`src/rtl/alu_issue_stage.sv`:
```
// rtl/alu_issue_stage.sv - one-entry ALU issue register with writeback forwarding and stall counter
module alu_issue_stage #(
  parameter int WIDTH = 64,
  parameter int RA_W  = 5
) (
  input  logic             clk,
  input  logic             reset,
  input  logic             in_valid,
  output logic             in_ready,
  input  logic [3:0]       in_op,
  input  logic [RA_W-1:0]  in_rs1_addr,
  input  logic [RA_W-1:0]  in_rs2_addr,
  input  logic [RA_W-1:0]  in_rd_addr,
  input  logic [WIDTH-1:0] in_rs1_val,
  input  logic [WIDTH-1:0] in_rs2_val,
  input  logic             in_use_imm,
  input  logic [WIDTH-1:0] in_imm,
  input  logic             wb_en,
  input  logic [RA_W-1:0]  wb_addr,
  input  logic [WIDTH-1:0] wb_data,
  input  logic             flush,
  output logic             out_valid,
  input  logic             out_ready,
  output logic [3:0]       selection,
  output logic [WIDTH-1:0] input1,
  output logic [WIDTH-1:0] input2,
  output logic [RA_W-1:0]  out_rd_addr,
  output logic [15:0]      stall_count
);

  logic [RA_W-1:0]  held_rs1;
  logic [RA_W-1:0]  held_rs2;
  logic             held_use_imm;
  logic             accept;
  logic             stall;
  logic [WIDTH-1:0] fwd_rs1;
  logic [WIDTH-1:0] fwd_rs2;
  logic             refresh1;
  logic             refresh2;

  assign in_ready = !out_valid || out_ready;
  assign accept   = in_valid && in_ready && !flush;
  assign stall    = out_valid && !out_ready;

  // Register 0 is hardwired zero, so a writeback to it must never be forwarded.
  always_comb begin
    fwd_rs1 = in_rs1_val;
    fwd_rs2 = in_rs2_val;
    if (wb_en && (wb_addr == in_rs1_addr) && (in_rs1_addr != '0)) fwd_rs1 = wb_data;
    if (wb_en && (wb_addr == in_rs2_addr) && (in_rs2_addr != '0)) fwd_rs2 = wb_data;
  end

  // While stalled, late writebacks to the held sources keep the operands current.
  always_comb begin
    refresh1 = 1'b0;
    refresh2 = 1'b0;
    if (stall && !flush && wb_en && (wb_addr != '0)) begin
      refresh1 = (wb_addr == held_rs1);
      refresh2 = (wb_addr == held_rs2) && !held_use_imm;
    end
  end

  always_ff @(posedge clk) begin
    if (reset) begin
      out_valid    <= 1'b0;
      selection    <= '0;
      input1       <= '0;
      input2       <= '0;
      out_rd_addr  <= '0;
      held_rs1     <= '0;
      held_rs2     <= '0;
      held_use_imm <= 1'b0;
      stall_count  <= '0;
    end else begin
      if (stall && (stall_count != 16'hFFFF)) stall_count <= stall_count + 16'd1;

      if (flush) begin
        out_valid <= 1'b0;
      end else if (accept) begin
        out_valid    <= 1'b1;
        selection    <= in_op;
        out_rd_addr  <= in_rd_addr;
        input1       <= fwd_rs1;
        input2       <= in_use_imm ? in_imm : fwd_rs2;
        held_rs1     <= in_rs1_addr;
        held_rs2     <= in_rs2_addr;
        held_use_imm <= in_use_imm;
      end else if (out_valid && out_ready) begin
        out_valid <= 1'b0;
      end else begin
        if (refresh1) input1 <= wb_data;
        if (refresh2) input2 <= wb_data;
      end
    end
  end

endmodule
```
`config.mk`:
```
export PLATFORM = sky130hd
export DESIGN_NAME = alu_issue_stage
export DESIGN_NICKNAME = d
export VERILOG_FILES = /design/src/rtl/alu_issue_stage.sv
export SDC_FILE = /design/constraint.sdc
export NUM_CORES = 1
export LEC_CHECK = 0
export CAP_MARGIN = 15
export CORE_AREA = 10 10 163 165
export DETAILED_ROUTE_END_ITERATION = 10
export DIE_AREA = 0 0 173 175
export GPL_ROUTABILITY_DRIVEN = 0
export GPL_TIMING_DRIVEN = 0
export PLACE_DENSITY = 0.76
export SLEW_MARGIN = 40
export SYNTH_ARGS = -nofsm -noshare
export SYNTH_HDL_FRONTEND = slang
export SYNTH_SLANG_ARGS = --single-unit
export TNS_END_PERCENT = 5
```
`constraint.sdc`:
```
create_clock -name clk -period 3.6 [get_ports clk]
set_input_delay 0.9 -clock clk [delete_from_list [all_inputs] [get_ports clk]]
set_output_delay 0.9 -clock clk [all_outputs]
set_load 0.05 [all_outputs]
```
==> impl_metrics.json, run 1 <==
{
  "finalWirelength_mm": 42.9,
  "finalHoldViolCount": 0,
  "synth_enable_flop_cells": 0,
  "drc_errors": 0,
  "start_kind": "input pin",
  "grt_pass1_wl_mm": 64.1,
  "period_needed_ns": 3.35,
  "p_sw_mw": 1.87,
  "cts-htree-levels": 4,
  "vdd_drop_max_mv": 0.271,
  "first_iter_violations": 851,
  "r2r_end": "input2[49]$_SDFFE_PP0P_",
  "path_class": "input pin to output pin",
  "p_int_mw": 3.70,
  "grt_pass1_vias": 10100,
  "synth_top_area_cell": "dfxtp_1",
  "r2r_start": "out_valid$_SDFFE_PP0P_",
  "hold_depth": 2,
  "hold_path.class": "register to register",
  "synth_seq_area_share": 0.379,
  "end_kind": "output pin",
  "hold_start": "selection[2]$_SDFFE_PP0P_",
  "gr-usage-met2": 0.448,
  "ioPinCount": 442,
  "min_to": "selection[2]$_SDFFE_PP0P_",
  "rsz0062_at_grt": "no",
  "grt_most_used_layer": "met2",
  "crit_required_ns": 2.70,
  "p_per_area_mw_per_mm2": 395,
  "yosysTopAreaCellShare": 0.379,
  "grt_util_all_layers": 0.269,
  "fin_setup_tns_ns": 0,
  "cts_max_path_buffers": 2,
  "coreArea_mm2": 0.0233,
  "tritoncts": "done",
  "cts_num_sinks": 165,
  "max_freq_mhz": 299,
  "n_fill_cell": 2085,
  "fin_crit_sh": 0.930,
  "ys.flop_type": "dfxtp_1",
  "ant_nets": 0,
  "tightest_slew_ns": 0.833,
  "yosysMostFrequentCell": "nand2_1",
  "cp_max_fo": 6,
  "final_net_count": 1829,
  "avgSynthCellArea_um2": 8.02,
  "num_rows": 56,
  "postLayoutCoreUtil": 0.606,
  "synth_cell_types": 48,
  "cts.repair.resized": 0,
  "skew_ns": 0.00842,
  "netSwitchingFraction": 0.336,
  "viasPerCell": 5.45,
  "netlist_area_mm2": 0.00871,
  "holdBufCountCts": 0,
  "syn_inst": 1086,
  "grt_overflow": 0,
  "dpl.hpwl_mm": 33.7,
  "syn_nets": 1374,
  "clk_pin_slew_ns": 0.07,
  "first_pass_iters": 5,
  "dieArea_mm2": 0.0303,
  "r2r_cells": 8,
  "cts_buffers": 17,
  "p_seq_frac": 0.359,
  "vias": 10200,
  "power_frac_comb": 0.290,
  "wl_per_cell_um": 22.8,
  "leakage_nw": 5.07,
  "clk_latency_ns": 0.43,
  "portBuffers": 435,
  "die-width_um": 173,
  "status": "finished, final reports clean",
  "antenna_found_initial": 6,
  "globalRouteMet3Util": 0.0864,
  "r2r_slack_ns": 1.15,
  "start_util": 0.375,
  "synth.ff_latch_count": 165,
  "netlist_top_cells_count": "nand2_1 (237), nor2_1 (212), dfxtp_1 (165)",
  "slew_headroom": 0.445,
  "setup_viol": 0,
  "die_h_um": 175,
  "slew_viol_final": 0,
  "cp.arrival_ns": 2.45,
  "cts_setup_buffers": 0,
  "p_clk_frac": 0.351,
  "synth_warnings": 0,
  "grt_max_degree": 17,
  "drive_gt1_frac": 0.0952,
  "netlist_top_cells_area": "dfxtp_1 (38%), nand2_1 (10%), nor2_1 (9.1%)",
  "root_buffer": "clkbuf_16",
  "asyncSetResetFlopFracSynth": 0,
  "area_growth_pct": 61.8,
  "grtUsageMet1": 0.317,
  "drv_cap": 0
}
[worst max-delay path by stage]
stage / start / to / cells after the start
global route: out_ready / in_ready / 4
CTS: out_ready / in_ready / 4
detailed placement: in_rs1_addr[0] / input1[47]$_SDFFE_PP0P_ / 7
finish: out_ready / in_ready / 4
global placement: in_rs1_addr[0] / input1[56]$_SDFFE_PP0P_ / 7
floorplan: out_ready / input2[43]$_SDFFE_PP0P_ / 7
[critical path, stage by stage]
cell	delay, ns
clkdlybuf4s50_1	0.52
nor2b_4	0.08
inv_2	0.10
clkdlybuf4s50_1	0.84
[kinds of logic (layout without fill, tap and decap cells)]
kind of cell / count (synthesis) / after routing / synth area share
and+or+nand+nor: 483 / 483 / 0.220
DFF: 165 / 165 / 0.379
buffers and inverters: 109 / 577 / 0.0708
other: 0 / 6 / 0
AOI/OAI and AO/OA: 296 / 296 / 0.296
adders and majority gates: 1 / 1 / 0.00144
muxes: 1 / 1 / 0.00115
xor gates and xnor gates: 31 / 31 / 0.0312
[routing by layer]
layer,part of all wire,wire (um),vias to the layer above
met5,0,0,-
li1,-,-,4792
met4,0.027,1140,0
met1,0.40,17100,4879
met3,0.090,3880,65
met2,0.48,20700,501
[power groups by stage]
| stage | Sequential, mW | Combinational (mW) | Clock [mW] |
|---|---|---|---|
| after global routing | 2.01 | 1.70 | 2.03 |
| after CTS | 2.00 | 1.61 | 1.96 |
| final | 2.00 | 1.61 | 1.95 |
| after global placement | 2.03 | 1.59 | 0 |
| after detailed placement | 2.04 | 1.61 | 0 |
| after floorplan | 2.41 | 0.507 | 0 |
[through the flow]
stage	total power, mW	hold slack, ns	worst slack [ns]	area [um^2]	instances
5_1_grt	5.75	0.486	0.228	14100	1879
2_1_floorplan	2.91	0.437	1.14	8710	1086
3_5_place_dp	3.65	0.449	0.0656	13500	1841
3_3_place_gp	3.63	0.442	0.166	13500	1840
4_1_cts	5.57	0.457	0.253	14100	1873
6_report	5.56	0.453	0.254	14100	1879
[layout make-up]
| cell class | instances | area (um^2) | share of cell area |
|---|---|---|---|
| diodes | 6 | 15.0 | 0.00107 |
| inverters | 5 | 18.8 | 0.00133 |
| clock inverters | 14 | 166 | 0.0118 |
| flip-flops and latches | 165 | 3300 | 0.234 |
| well taps | 319 | 399 | 0.0283 |
| repair buffers | 436 | 4370 | 0.310 |
| multi-input cells | 812 | 4790 | 0.340 |
| plain buffers | 104 | 598 | 0.0424 |
| clock buffers | 18 | 439 | 0.0312 |
[layout by cell type (no fill, tap or decap), types with 2 or more instances in the layout]
master / Yosys / routed
nand2_1: 237 / 237
a2bb2oi_1: 64 / 64
bufinv_16: 0 / 2
buf_6: 7 / 8
xor2_1: 13 / 13
dfxtp_1: 165 / 165
clkbuf_16: 0 / 17
inv_6: 0 / 4
inv_8: 0 / 3
or3_1: 2 / 2
nand4_1: 4 / 4
a311oi_2: 43 / 43
a31o_2: 2 / 2
buf_2: 46 / 46
inv_1: 4 / 4
a2111oi_1: 2 / 2
clkinvlp_4: 0 / 2
a311oi_1: 87 / 87
nor4_1: 4 / 4
buf_12: 6 / 6
clkinv_4: 0 / 2
xnor2_1: 18 / 18
clkdlybuf4s50_1: 0 / 435
nor2_1: 212 / 212
clkbuf_1: 44 / 44
a21oi_1: 87 / 87
nand3_1: 5 / 5
diode_2: 0 / 6
nor3_1: 6 / 6
nor3_2: 2 / 2
[state kept, by name, indices dropped and copies added, names as in the netlist]
name          count
held_rs1          5
out_valid         1
out_rd_addr       5
held_use_imm      1
stall_count      16
selection         4
input1           64
held_rs2          5
input2           64
No activity file was read; power rests on OpenSTA's default activity.
==> run 2: changes to the inputs <==
- SLEW_MARGIN: 40 -> default
==> run 2 against run 1 <==
  * Register-to-register slack hardly changed
  * Cell count hardly changed
  * Power is 0.37% higher
  * Hold slack hardly changed
  * Cell area hardly changed
  * Sequential power hardly changed
  * Largest cell class unchanged
  * Setup slack worse by 0.0035 ns
  * Combinational power hardly changed
  * Wire length hardly changed
  * Critical path depth stayed put
  * Core utilization hardly changed
==> impl_metrics.json, run 2 (synthesis gave the netlist of run 1 again) <==
{
  "status": "finished, final reports clean",
  "final_cell_mix": "clkdlybuf4s50_1 (435), nand2_1 (237), nor2_1 (212)",
  "min_to": "selection[2]$_SDFFE_PP0P_",
  "r2r_end": "input2[47]$_SDFFE_PP0P_",
  "hold_depth": 2,
  "fin_crit_sh": 0.931,
  "area_growth_pct": 61.8,
  "critical-path-max-stage-delay_ns": 0.84,
  "vias": 10200,
  "drc_errors": 0,
  "first_iter_violations": 738,
  "layout_setup_ws_ns": 0.250,
  "start_util": 0.375,
  "slew_viol_final": 0,
  "vdd_drop_max_mv": 0.273,
  "hold_start": "selection[2]$_SDFFE_PP0P_",
  "coreArea_mm2": 0.0233,
  "r2r_slack_ns": 1.14,
  "die_h_um": 175,
  "path_class": "input pin to output pin",
  "slowest_stage": "clkdlybuf4s50_1",
  "grt_pass1_vias": 10100,
  "finalHoldViolCount": 0,
  "fin_setup_tns_ns": 0,
  "drive_gt1_frac": 0.0934,
  "crit_chain": "clkdlybuf4s50_1 > nor2b_4 > inv_2 > clkdlybuf4s50_1",
  "cts_buffers": 17,
  "clk_pin_slew_ns": 0.07,
  "hold_path.class": "register to register",
  "slew_headroom": 0.391,
  "grt_pass1_wl_mm": 63.6,
  "cp.arrival_ns": 2.45,
  "cts_num_sinks": 165,
  "root_buffer": "clkbuf_16",
  "grt_max_degree": 17,
  "end_kind": "output pin",
  "cts.repair.resized": 0,
  "first_pass_iters": 6,
  "wl_per_cell_um": 22.8,
  "grt_overflow": 0,
  "drv_cap": 0,
  "num_rows": 56,
  "period_needed_ns": 3.35,
  "dpl-instance-area_mm2": 0.0135,
  "die-width_um": 173,
  "cp_max_fo": 6,
  "leakage_nw": 5.06,
  "max_freq_mhz": 299,
  "tightest_slew_ns": 0.913,
  "viasPerCell": 5.41,
  "cts_max_path_buffers": 2,
  "crit_required_ns": 2.70,
  "cts-htree-levels": 4,
  "tritoncts": "done",
  "setup_viol": 0,
  "ioPinCount": 442,
  "grt_util_all_layers": 0.268,
  "fin_area_mm2": 0.0141,
  "finalWirelength_mm": 42.9,
  "r2r_start": "out_valid$_SDFFE_PP0P_",
  "layout_commonest_cell": "clkdlybuf4s50_1",
  "cts_setup_buffers": 0,
  "rsz0062_at_grt": "no",
  "portBuffers": 435,
  "skew_ns": 0.0104,
  "p_per_area_mw_per_mm2": 396,
  "antenna_found_initial": 6,
  "clk_latency_ns": 0.42,
  "largest_registers": "input1: 64 flops, input2: 64 flops, stall_count: 16 flops",
  "pre_cts_slack_ns": 0.0914,
  "crit_top_cell": "clkdlybuf4s50_1",
  "dieArea_mm2": 0.0303,
  "start_kind": "input pin",
  "r2r_cells": 8,
  "final_net_count": 1828,
  "holdBufCountCts": 0,
  "ant_nets": 0,
  "dpl.hpwl_mm": 33.6
}
-- run 2: changes by cell type in the layout (fill, tap and decap cells not counted) --
cell        before  now
clkinvlp_4       2    3
bufinv_16        2    3
buf_6            8    7
inv_6            4    3
clkbuf_1        44   46
clkinv_2         1    0
inv_8            3    1
-- run 2: routing by layer --
layer,up-vias,GRT usage,share of wire
met5,-,0,0
met4,0,0.0977,0.030
met3,74,0.0929,0.096
met2,518,0.452,0.48
met1,4775,0.309,0.39
li1,4798,-,-
-- run 2: per-stage QoR --
step | cells | power, mW | hold slack, ns | utilization
finish | 1878 | 5.58 | 0.453 | 0.606
global route | 1877 | 5.77 | 0.486 | 0.606
CTS | 1872 | 5.60 | 0.457 | 0.605
detailed placement | 1840 | 3.65 | 0.449 | 0.579
global placement | 1840 | 3.63 | 0.442 | 0.579
floorplan | 1086 | 2.91 | 0.437 | -
-- run 2: worst max-delay path by stage --
stage	from	end	slack [ns]	cells past startpoint
floorplan	out_ready	input2[43]$_SDFFE_PP0P_	1.14	7
global placement	in_rs1_addr[0]	input1[56]$_SDFFE_PP0P_	0.17	7
detailed placement	in_rs2_addr[0]	input2[57]$_SDFFE_PP0P_	0.09	7
CTS	out_ready	in_ready	0.25	4
global route	out_ready	in_ready	0.23	4
finish	out_ready	in_ready	0.25	4
-- run 2: worst max-delay path, delay by kind of cell --
kind,cells,cell delay [ns]
simple gates,1,0.08
buf+inv,3,1.47
-- run 2: final cells by class --
type | instances | area (um^2)
fill | 2138 | 9170
multi-input combinational | 812 | 4790
timing repair buffer | 435 | 4350
sequential | 165 | 3300
buffer | 104 | 598
clock buffer | 20 | 447
tap | 319 | 399
clock inverter | 12 | 168
inverter | 5 | 18.8
antenna | 6 | 15.0
-- run 2: report_power, final --
group          total (mW)  leakage (nW)  switching [mW]  internal [mW]
sequential           2.00          1.36          0.0601           1.94
clock                1.97         0.290           0.847           1.13
combinational        1.61          3.42           0.921          0.691
total                5.58          5.06            1.83           3.76
